==> src/rtl/banco_reg_2r1w_if.sv <==
// Bus bundle for the dual-read register bank with pending scoreboard.
// The master side is the control unit; the slave side is the bank.
interface banco_reg_2r1w_if #(
   parameter int WIDTH  = 16,
   parameter int ADDR_W = 3
);
   localparam int DEPTH = 2**ADDR_W;

   logic              w;
   logic [ADDR_W-1:0] w_addr;
   logic [WIDTH-1:0]  w_data;
   logic              ra_en;
   logic [ADDR_W-1:0] ra_addr;
   logic [WIDTH-1:0]  ra_data;
   logic              pend_a;
   logic              rb_en;
   logic [ADDR_W-1:0] rb_addr;
   logic [WIDTH-1:0]  rb_data;
   logic              pend_b;
   logic              rsv_en;
   logic [ADDR_W-1:0] rsv_addr;
   logic              rsv_ack;
   logic              rsv_err;
   logic [DEPTH-1:0]  pend_mask;
   logic [ADDR_W:0]   pend_cnt;

   modport master (
      output w, w_addr, w_data, ra_en, ra_addr, rb_en, rb_addr, rsv_en, rsv_addr,
      input  ra_data, pend_a, rb_data, pend_b, rsv_ack, rsv_err, pend_mask, pend_cnt
   );

   modport slave (
      input  w, w_addr, w_data, ra_en, ra_addr, rb_en, rb_addr, rsv_en, rsv_addr,
      output ra_data, pend_a, rb_data, pend_b, rsv_ack, rsv_err, pend_mask, pend_cnt
   );
endinterface

==> src/rtl/banco_reg_2r1w.sv <==
// DEPTH x WIDTH register bank, one write port, two registered read ports, and a
// per-register pending scoreboard. Define BANCOREG_BYPASS_EN for write-first reads.
module banco_reg_2r1w #(
   parameter int WIDTH  = 16,
   parameter int ADDR_W = 3
) (
   input logic              clock,
   input logic              reset,
   banco_reg_2r1w_if.slave  bus
);
   localparam int DEPTH = 2**ADDR_W;
   localparam int CNT_W = ADDR_W + 1;

   logic [WIDTH-1:0] regs [DEPTH];
   logic [DEPTH-1:0] pend_p0;
   logic [CNT_W-1:0] cnt_p0;
   logic             ack_p0;
   logic             err_p0;
   logic [WIDTH-1:0] ra_data_p0;
   logic [WIDTH-1:0] rb_data_p0;
   logic             pend_a_p0;
   logic             pend_b_p0;

   logic [DEPTH-1:0] pend_clr;
   logic [DEPTH-1:0] pend_next;
   logic             accept;
   logic             reject;
   logic             dec;
   logic             hit_a;
   logic             hit_b;

   // Clear-then-reserve: a write and a reserve to the same register hand it over.
   always_comb begin
      pend_clr = pend_p0;
      if (bus.w) pend_clr[bus.w_addr] = 1'b0;
      accept    = bus.rsv_en && !pend_clr[bus.rsv_addr];
      reject    = bus.rsv_en &&  pend_clr[bus.rsv_addr];
      pend_next = pend_clr;
      if (accept) pend_next[bus.rsv_addr] = 1'b1;
      dec = bus.w && pend_p0[bus.w_addr];
   end

   always_comb begin
`ifdef BANCOREG_BYPASS_EN
      hit_a = bus.w && (bus.w_addr == bus.ra_addr);
      hit_b = bus.w && (bus.w_addr == bus.rb_addr);
`else
      hit_a = 1'b0;
      hit_b = 1'b0;
`endif
   end

   // Stage p0: storage, scoreboard and read-port registers
   always_ff @(posedge clock or posedge reset) begin
      if (reset) begin
         for (int i = 0; i < DEPTH; i++) regs[i] <= '0;
         pend_p0    <= '0;
         cnt_p0     <= '0;
         ack_p0     <= 1'b0;
         err_p0     <= 1'b0;
         ra_data_p0 <= '0;
         rb_data_p0 <= '0;
         pend_a_p0  <= 1'b0;
         pend_b_p0  <= 1'b0;
      end else begin
         if (bus.w) regs[bus.w_addr] <= bus.w_data;
         pend_p0 <= pend_next;
         cnt_p0  <= cnt_p0 + CNT_W'(accept) - CNT_W'(dec);
         ack_p0  <= accept;
         err_p0  <= reject;
         if (bus.ra_en) begin
            ra_data_p0 <= hit_a ? bus.w_data : regs[bus.ra_addr];
            pend_a_p0  <= hit_a ? 1'b0 : pend_p0[bus.ra_addr];
         end
         if (bus.rb_en) begin
            rb_data_p0 <= hit_b ? bus.w_data : regs[bus.rb_addr];
            pend_b_p0  <= hit_b ? 1'b0 : pend_p0[bus.rb_addr];
         end
      end
   end

   assign bus.ra_data   = ra_data_p0;
   assign bus.rb_data   = rb_data_p0;
   assign bus.pend_a    = pend_a_p0;
   assign bus.pend_b    = pend_b_p0;
   assign bus.rsv_ack   = ack_p0;
   assign bus.rsv_err   = err_p0;
   assign bus.pend_mask = pend_p0;
   assign bus.pend_cnt  = cnt_p0;
endmodule
==> src/flat_wrapper.sv <==
// flat-port wrapper written by rule: the top's interface ports become plain ports
module banco_reg_2r1w_flat 
#(
   parameter int WIDTH  = 16,
   parameter int ADDR_W = 3
)
  (clock, reset, bus_w, bus_w_addr, bus_w_data, bus_ra_en, bus_ra_addr, bus_rb_en, bus_rb_addr, bus_rsv_en, bus_rsv_addr, bus_ra_data, bus_pend_a, bus_rb_data, bus_pend_b, bus_rsv_ack, bus_rsv_err, bus_pend_mask, bus_pend_cnt);
  banco_reg_2r1w_if #(.WIDTH(WIDTH), .ADDR_W(ADDR_W)) bus_i ();
  input logic clock;
  input logic reset;
  input wire logic [$bits(bus_i.w)-1:0] bus_w;
  input wire logic [$bits(bus_i.w_addr)-1:0] bus_w_addr;
  input wire logic [$bits(bus_i.w_data)-1:0] bus_w_data;
  input wire logic [$bits(bus_i.ra_en)-1:0] bus_ra_en;
  input wire logic [$bits(bus_i.ra_addr)-1:0] bus_ra_addr;
  input wire logic [$bits(bus_i.rb_en)-1:0] bus_rb_en;
  input wire logic [$bits(bus_i.rb_addr)-1:0] bus_rb_addr;
  input wire logic [$bits(bus_i.rsv_en)-1:0] bus_rsv_en;
  input wire logic [$bits(bus_i.rsv_addr)-1:0] bus_rsv_addr;
  output wire logic [$bits(bus_i.ra_data)-1:0] bus_ra_data;
  output wire logic [$bits(bus_i.pend_a)-1:0] bus_pend_a;
  output wire logic [$bits(bus_i.rb_data)-1:0] bus_rb_data;
  output wire logic [$bits(bus_i.pend_b)-1:0] bus_pend_b;
  output wire logic [$bits(bus_i.rsv_ack)-1:0] bus_rsv_ack;
  output wire logic [$bits(bus_i.rsv_err)-1:0] bus_rsv_err;
  output wire logic [$bits(bus_i.pend_mask)-1:0] bus_pend_mask;
  output wire logic [$bits(bus_i.pend_cnt)-1:0] bus_pend_cnt;
  assign bus_i.w = bus_w;
  assign bus_i.w_addr = bus_w_addr;
  assign bus_i.w_data = bus_w_data;
  assign bus_i.ra_en = bus_ra_en;
  assign bus_i.ra_addr = bus_ra_addr;
  assign bus_i.rb_en = bus_rb_en;
  assign bus_i.rb_addr = bus_rb_addr;
  assign bus_i.rsv_en = bus_rsv_en;
  assign bus_i.rsv_addr = bus_rsv_addr;
  assign bus_ra_data = bus_i.ra_data;
  assign bus_pend_a = bus_i.pend_a;
  assign bus_rb_data = bus_i.rb_data;
  assign bus_pend_b = bus_i.pend_b;
  assign bus_rsv_ack = bus_i.rsv_ack;
  assign bus_rsv_err = bus_i.rsv_err;
  assign bus_pend_mask = bus_i.pend_mask;
  assign bus_pend_cnt = bus_i.pend_cnt;
  banco_reg_2r1w #(.WIDTH(WIDTH), .ADDR_W(ADDR_W)) u_core (.clock(clock), .reset(reset), .bus(bus_i));
endmodule
==> config.mk <==
export PLATFORM = sky130hd
export DESIGN_NAME = banco_reg_2r1w_flat
export DESIGN_NICKNAME = d
export VERILOG_FILES = /design/src/rtl/banco_reg_2r1w_if.sv /design/src/rtl/banco_reg_2r1w.sv /design/src/flat_wrapper.sv
export SDC_FILE = /design/constraint.sdc
export NUM_CORES = 1
export LEC_CHECK = 0
export ABC_CLOCK_PERIOD_IN_PS = 4800
export BUFFER_PORTS_ARGS = -buffer_cell sky130_fd_sc_hd__clkbuf_2
export CAP_MARGIN = 30
export CORE_MARGIN = 3
export CORE_UTILIZATION = 30
export CTS_CLUSTER_DIAMETER = 100
export DETAILED_ROUTE_END_ITERATION = 10
export SLEW_MARGIN = 0
export SYNTH_ARGS = -nofsm -noshare
export SYNTH_HDL_FRONTEND = slang
export SYNTH_SLANG_ARGS = --single-unit
==> constraint.sdc <==
create_clock -name clock -period 4.8 [get_ports clock]
set_input_delay 0.48 -clock clock [delete_from_list [all_inputs] [get_ports clock]]
set_output_delay 0.48 -clock clock [all_outputs]
set_load 0.01 [all_outputs]
==> results of run 1 <==
power groups by stage:
stage	sequential, mW	combinational, mW	clock (mW)
after floorplan	2.05	0.738	0
after global routing	2.10	1.15	1.54
after CTS	2.06	1.07	1.49
after global placement	2.07	1.04	0
final	2.06	1.04	1.46
after detailed placement	2.08	1.07	0
per-layer routing:
layer	part of all wire	wire length [um]
met5	0.00060	13
met4	0.018	390
met3	0.046	994
met2	0.50	10800
met1	0.43	9350
state kept, by name (all words and copies together) (netlist names):
name,flops
u_core.bus.ra_data,16
u_core.bus.pend_cnt,4
u_core.bus.pend_b,1
u_core.bus.pend_a,1
u_core.bus.rsv_err,1
u_core.bus.rsv_ack,1
u_core.bus.pend_mask,8
u_core.regs,128
u_core.bus.rb_data,16
logic make-up (layout without fill, tap and decap cells):
logic type,Yosys count,count (layout),share of synthesized area
xor gates and xnor gates,3,3,0.00301
buffers and inverters,58,140,0.0292
DFF,176,176,0.504
adders and majority gates,5,5,0.00802
AOI/OAI and AO/OA,50,50,0.0322
muxes,217,217,0.365
and+or+nand+nor,112,112,0.0582
cell type report:
class / instances / area [sq um]
fillers: 2742 / 18000
flip-flops and latches: 176 / 4400
multi-input cells: 387 / 4130
repair buffers: 97 / 558
well taps: 378 / 473
clock buffers: 21 / 460
clock inverters: 11 / 156
inverters: 11 / 45.0
placed cells by master, fill, tap and decap left out, types with 2 or more instances in the layout:
| cell | count |
|---|---|
| o22ai_1 | 2 |
| o21ai_0 | 4 |
| mux4_2 | 70 |
| mux2_2 | 112 |
| dfrtp_1 | 176 |
| clkbuf_8 | 2 |
| bufinv_16 | 3 |
| clkbuf_16 | 17 |
| nand2_1 | 55 |
| and2_1 | 2 |
| mux2i_1 | 35 |
| buf_4 | 13 |
| buf_12 | 2 |
| a21oi_1 | 35 |
| inv_1 | 10 |
| nor2_1 | 35 |
| nor4bb_4 | 3 |
| clkinvlp_4 | 4 |
| nor2b_1 | 2 |
| xnor2_1 | 3 |
| clkbuf_1 | 2 |
| a2bb2oi_1 | 2 |
| clkbuf_2 | 81 |
| nand2b_1 | 5 |
| nand4_1 | 3 |
| nand4b_1 | 3 |
| ha_1 | 4 |
| clkinv_4 | 4 |
final timing paths:
kind | start | end | cells after the start
max reg2reg | u_core.bus.pend_mask[7] | u_core.bus.pend_cnt[1] | 9
min | reset | u_core.bus.ra_data[12] | 3
max in group asynchronous | reset | u_core.bus.rb_data[10] | 3
max | bus_w_addr[1] | u_core.bus.pend_cnt[1] | 9
min reg2reg | u_core.regs[112] | u_core.regs[112] | 2
min in group clock | bus_w_data[5] | u_core.regs[117] | 3
stage by stage:
stage / setup slack (ps) / total power, mW / util / hold WS (ps) / std cells
floorplan: 2070 / 2.79 / - / 458 / 621
global placement: 1680 / 3.11 / 0.339 / 479 / 1047
detailed placement: 1640 / 3.15 / 0.340 / 483 / 1049
CTS: 2090 / 4.61 / 0.362 / 278 / 1081
global route: 1910 / 4.80 / 0.362 / 314 / 1081
finish: 2070 / 4.56 / 0.362 / 204 / 1081
worst max-delay path: stages:
cell,delay (ps)
clkbuf_2,210
or4b_1,960
a31oi_1,290
a32o_1,160
and3_1,190
ha_1,180
inv_1,50
fa_1,470
inv_1,40
==> PnR_summary.wiki, run 1 <==
{| class="wikitable"
! Metric !! Value
|-
| Outcome || complete, no violations
|-
| Instance count of the mapped netlist || 621
|-
| Gate power share || 0.229
|-
| Total congestion overflow after global routing || 0
|-
| Type of element launching the critical path || input pin
|-
| Clock insertion delay at the later pin of the skew report || 430 ps
|-
| RSZ-0062 raised after global routing || false
|-
| Quantity of hold-fixing buffers added after cts || 0
|-
| Flip-flop and latch count after synthesis || 176
|-
| Area share of the leading cell type in the synthesized netlist || 0.504
|-
| Ys Warns || 0
|-
| Routed vias || 5482
|-
| Met1 Usage GRT || 0.187
|-
| Final antenna-violating net count || 0
|-
| Starting density of the core || 0.309
|-
| Seq/Total Area, Yosys || 0.504
|-
| Cell Int Power || 3.27 mW
|-
| Number of iterations in the first detailed-routing pass || 4
|-
| Top-count cell post-synth || dfrtp_1
|-
| Remaining max-slew budget at the tightest pin || 0.417
|-
| # diodes || 0
|-
| # Post-CTS Setup Buffers || 0
|-
| Row Count || 61
|-
| H-tree lvl count || 4
|-
| Clock network power share || 0.319
|-
| Met3 routing resource usage after global routing || 0.0322
|-
| Global routing's busiest layer || met2
|-
| Vertical extent of the die || 177 um
|-
| Number of failing setup endpoints in the final timing report || 0
|-
| Number of top-level pins || 82
|-
| Final-stage net count || 729
|-
| Fraction of registers with async set or reset after synthesis || 1.00
|-
| Required @ worst endpoint || 5120 ps
|-
| Met2 demand-to-capacity share in global routing || 0.234
|-
| Post-synth EDFFs || 0
|-
| Min-Delay Path Class || input pin to asynchronous set/reset pin
|-
| Die area || 31200 sq um
|-
| Largest cells by area after synthesis || dfrtp_1 50%, mux4_2 18%, mux2_2 14%
|-
| Number of buffers inserted during clock tree synthesis || 17
|-
| Global-route wire length before repair || 33800 um
|-
| Count of max-cap constraint violations || 0
|-
| CTS tree || built
|-
| Bufs on Longest Clock Path || 2
|-
| Routability cong. || 0.773
|-
| CP Max Fanout || 18
|-
| Clock-pin slew on the worst setup and hold paths || 70 ps
|-
| Die Wd || 177 um
|-
| Biggest area consumer among synthesized cells || dfrtp_1
|-
| Total GRT Usage || 0.142
|-
| Element type at the critical path end || flop
|-
| Maximum frequency from static timing analysis || 0.367 GHz
|-
| Mapped Nets || 660
|-
| List of most frequent post-synthesis cells || 176 x dfrtp_1, 112 x mux2_2, 70 x mux4_2, 55 x nand2_1
|-
| Period utilization || 0.568
|-
| Critical Path AT || 3050 ps
|-
| Number of different library cells in the post-synthesis netlist || 35
|-
| Peak supply drop || 0.000205 V
|-
| Post-detailed-route DRC marker count || 0
|-
| Antenna violations before repair || 1
|-
| Layout overhead on the synthesized area || 17.1%
|-
| Pins Over Slew Limit || 0
|-
| Transition time at the pin with the least slew margin || 874 ps
|-
| Ratio of cells with drive above 1 in the final layout || 0.447
|-
| Most common flop cell mapped by yosys || dfrtp_1
|-
| IO buf count || 81
|-
| Switch share || 0.283
|-
| Final Cell Area || 10200 sq um
|-
| Post-layout minimum cycle time || 2730 ps
|-
| Largest clock skew in the final design || 11.4 ps
|-
| Post-CTS sizing || 0
|-
| First DRT Iteration DRCs || 357
|-
| Reg-to-reg slack, setup || 2480 ps
|-
| Final Hold Fails || 0
|-
| Area of the mapped netlist || 8730 sq um
|-
| Vias per inst || 5.07
|-
| WS Path Type || input pin to flop
|-
| Switching power of the nets || 1.29 mW
|-
| Largest net degree at the start of global routing || 127
|-
| P_leak || 4.42 nW
|-
| Sum of negative setup slack || 0 ps
|-
| Total core area || 28200 sq um
|-
| Share of power burned in registers || 0.452
|-
| HPWL after DPL || 13700 um
|-
| DR WL/cell || 19.9 um
|-
| Root buffer selected by CTS || clkbuf_16
|-
| Post-Place Cell Area || 9610 sq um
|-
| Vias in the first global route || 5675
|-
| Mapped Avg Cell Area || 14.1 sq um
|-
| Post-detailed-routing wire length || 21500 um
|-
| Sinks on the clock net || 176
|-
| Total power divided by cell area || 446 nW/um^2
|}
Note: power is estimated with default switching activity, not from simulation.
==> run 2, diff against run 1 <==
--- a/config.mk
+++ b/config.mk
@@ -5,7 +5,7 @@
 export SDC_FILE = /design/constraint.sdc
 export NUM_CORES = 1
 export LEC_CHECK = 0
-export ABC_CLOCK_PERIOD_IN_PS = 4800
+export ABC_CLOCK_PERIOD_IN_PS = 2380
 export BUFFER_PORTS_ARGS = -buffer_cell sky130_fd_sc_hd__clkbuf_2
 export CAP_MARGIN = 30
 export CORE_MARGIN = 3
==> constraint.sdc (replaced) <==
create_clock -name clock -period 2.38 [get_ports clock]
set_input_delay 0.238 -clock clock [delete_from_list [all_inputs] [get_ports clock]]
set_output_delay 0.238 -clock clock [all_outputs]
set_load 0.01 [all_outputs]
==> run 2 against run 1 <==
Against the previous run:
- the run now ends with hold timing left
- sequential power grew 100%
- clock-buffer cell count is 4 lower
- non-clock buffer count rose by 21
- global-route usage is 0.34 points higher
- combinational power increased by 110%
- design area increased by 1.6%
- critical endpoint is now u_core.bus.pend_cnt[2]
- largest cell class unchanged
==> PnR_summary.wiki, run 2 (same netlist as run 1, synthesis figures left out) <==
{| class="wikitable"
! Metric !! Value
|-
| Cell family contributing the most delay on the critical path || adder cells
|-
| Total power divided by cell area || 878 nW/um^2
|-
| Required @ worst endpoint || 2690 ps
|-
| Post-placement worst setup slack || -22.9 ps
|-
| Peak supply drop || 0.000409 V
|-
| Die area || 31200 sq um
|-
| Maximum frequency from static timing analysis || 0.454 GHz
|-
| CP Max Fanout || 2
|-
| Final hold slack || -24.4 ps
|-
| Number of top-level pins || 82
|-
| WS Path Type || flop to flop
|-
| HPWL after DPL || 13700 um
|-
| Global-route wire length before repair || 34600 um
|-
| Vias in the first global route || 5769
|-
| Layout overhead on the synthesized area || 19.0%
|-
| Element type at the critical path end || flop
|-
| Number of buffers inserted during clock tree synthesis || 17
|-
| Cell Chain, Critical Path || mux4_2, mux2i_1, nor2b_1, ha_1, inv_1, ha_1, inv_1, fa_1, xnor2_1
|-
| Period utilization || 0.925
|-
| RSZ-0062 raised after global routing || false
|-
| Outcome || complete, but fails checks
|-
| Leading cell type in the layout, fill and taps excluded || dfrtp_1
|-
| Pins Over Slew Limit || 0
|-
| Transition time at the pin with the least slew margin || 873 ps
|-
| Final Hold Fails || 4
|-
| Antenna violations before repair || 1
|-
| Type of element launching the critical path || flop
|-
| Clock insertion delay at the later pin of the skew report || 430 ps
|-
| Routability cong. || 0.788
|-
| Post-layout minimum cycle time || 2200 ps
|-
| Row Count || 61
|-
| Critical Path AT || 2510 ps
|-
| Count of max-cap constraint violations || 0
|-
| H-tree lvl count || 4
|-
| # Post-CTS Setup Buffers || 0
|-
| Final-stage net count || 750
|-
| Violated checks || hold timing
|-
| Total congestion overflow after global routing || 0
|-
| Number of failing setup endpoints in the final timing report || 0
|-
| Post-Route Utilization || 0.368
|-
| Min-Delay Path Class || input pin to asynchronous set/reset pin
|-
| Starting density of the core || 0.309
|-
| Die Wd || 177 um
|-
| Largest clock skew in the final design || 7.19 ps
|-
| Largest Register || u_core.regs
|-
| Post-CTS sizing || 0
|-
| Sum of negative setup slack || 0 ps
|-
| Sinks on the clock net || 176
|-
| First DRT Iteration DRCs || 271
|-
| Remaining max-slew budget at the tightest pin || 0.418
|-
| Total GRT Usage || 0.145
|-
| Highest-count cells in the layout ignoring fill and taps || 176 x dfrtp_1, 112 x mux2_2, 81 x clkbuf_2, 70 x mux4_2, 55 x nand2_1
|-
| Final antenna-violating net count || 0
|-
| Largest net degree at the start of global routing || 125
|-
| Max reg flops || 128
|-
| Bufs on Longest Clock Path || 2
|-
| Worst stage delay on the critical path || 460 ps
|-
| P_leak || 4.54 nW
|-
| CTS tree || built
|-
| Post-detailed-routing wire length || 21800 um
|-
| Number of iterations in the first detailed-routing pass || 6
|-
| Vias per inst || 5.06
|-
| Critical path buffer and inverter count || 2
|-
| Instance count on the critical path || 9
|-
| Quantity of hold-fixing buffers added after cts || 0
|-
| DR WL/cell || 19.8 um
|-
| Total core area || 28200 sq um
|-
| Worst setup margin || 178 ps
|-
| Root buffer selected by CTS || clkbuf_16
|-
| Post-detailed-route DRC marker count || 0
|-
| Vertical extent of the die || 177 um
|-
| # diodes || 0
|-
| Count of cells along the worst register-to-register path || 9
|-
| Ratio of cells with drive above 1 in the final layout || 0.465
|-
| Slowest stage cell, crit path || mux4_2
|-
| IO buf count || 81
|-
| Routed vias || 5579
|-
| Clock-pin slew on the worst setup and hold paths || 70 ps
|}
-- run 2: path summary, 6_finish.rpt --
path | start | endpoint | slack [ps]
worst max-delay path | u_core.bus.pend_mask[7] | u_core.bus.pend_cnt[2] | 180
worst min-delay path | reset | u_core.bus.ra_data[14] | -20
worst max register to register | u_core.bus.pend_mask[7] | u_core.bus.pend_cnt[2] | 180
worst min register to register | u_core.regs[115] | u_core.regs[115] | 500
max in group asynchronous | reset | u_core.regs[79] | 1880
min in group clock | bus_rsv_en | u_core.bus.rsv_err | 100
-- run 2: final cells by class --
class | instances | area [sq um]
timing repair buffer | 118 | 746
sequential | 176 | 4400
tap | 378 | 473
multi-input combinational | 387 | 4130
clock inverter | 15 | 170
inverter | 11 | 45.0
clock buffer | 17 | 425
fill | 2725 | 17800
-- run 2: per-stage QoR --
step / total power, mW / hold WS (ps) / std cells / instance area, sq um
floorplan: 5.63 / 343 / 621 / 8740
global placement: 6.34 / 476 / 1070 / 9800
detailed placement: 6.40 / 486 / 1070 / 9800
CTS: 9.23 / 30.7 / 1102 / 10400
global route: 9.65 / 18.9 / 1102 / 10400
finish: 9.12 / -24.4 / 1102 / 10400
-- run 2: worst register-to-register path, cell delays in order (launching register included) --
cell,delay (ps)
dfrtp_1,380
mux4_2,460
mux2i_1,140
nor2b_1,60
ha_1,270
inv_1,60
ha_1,160
inv_1,60
fa_1,370
xnor2_1,130
-- run 2: routing by layer --
layer | vias to the layer above | wire length [um] | GRT usage
met5 | - | 10 | 0
met1 | 2909 | 9390 | 0.194
met3 | 35 | 1220 | 0.0292
met2 | 137 | 10700 | 0.238
met4 | 2 | 514 | 0.0507
li1 | 2496 | - | -
-- run 2: where the power goes --
part | leakage (nW) | internal [mW] | switching (mW)
clock | 0.292 | 1.50 | 1.30
combinational | 2.15 | 1.27 | 0.947
sequential | 2.10 | 3.66 | 0.445
total | 4.54 | 6.43 | 2.69
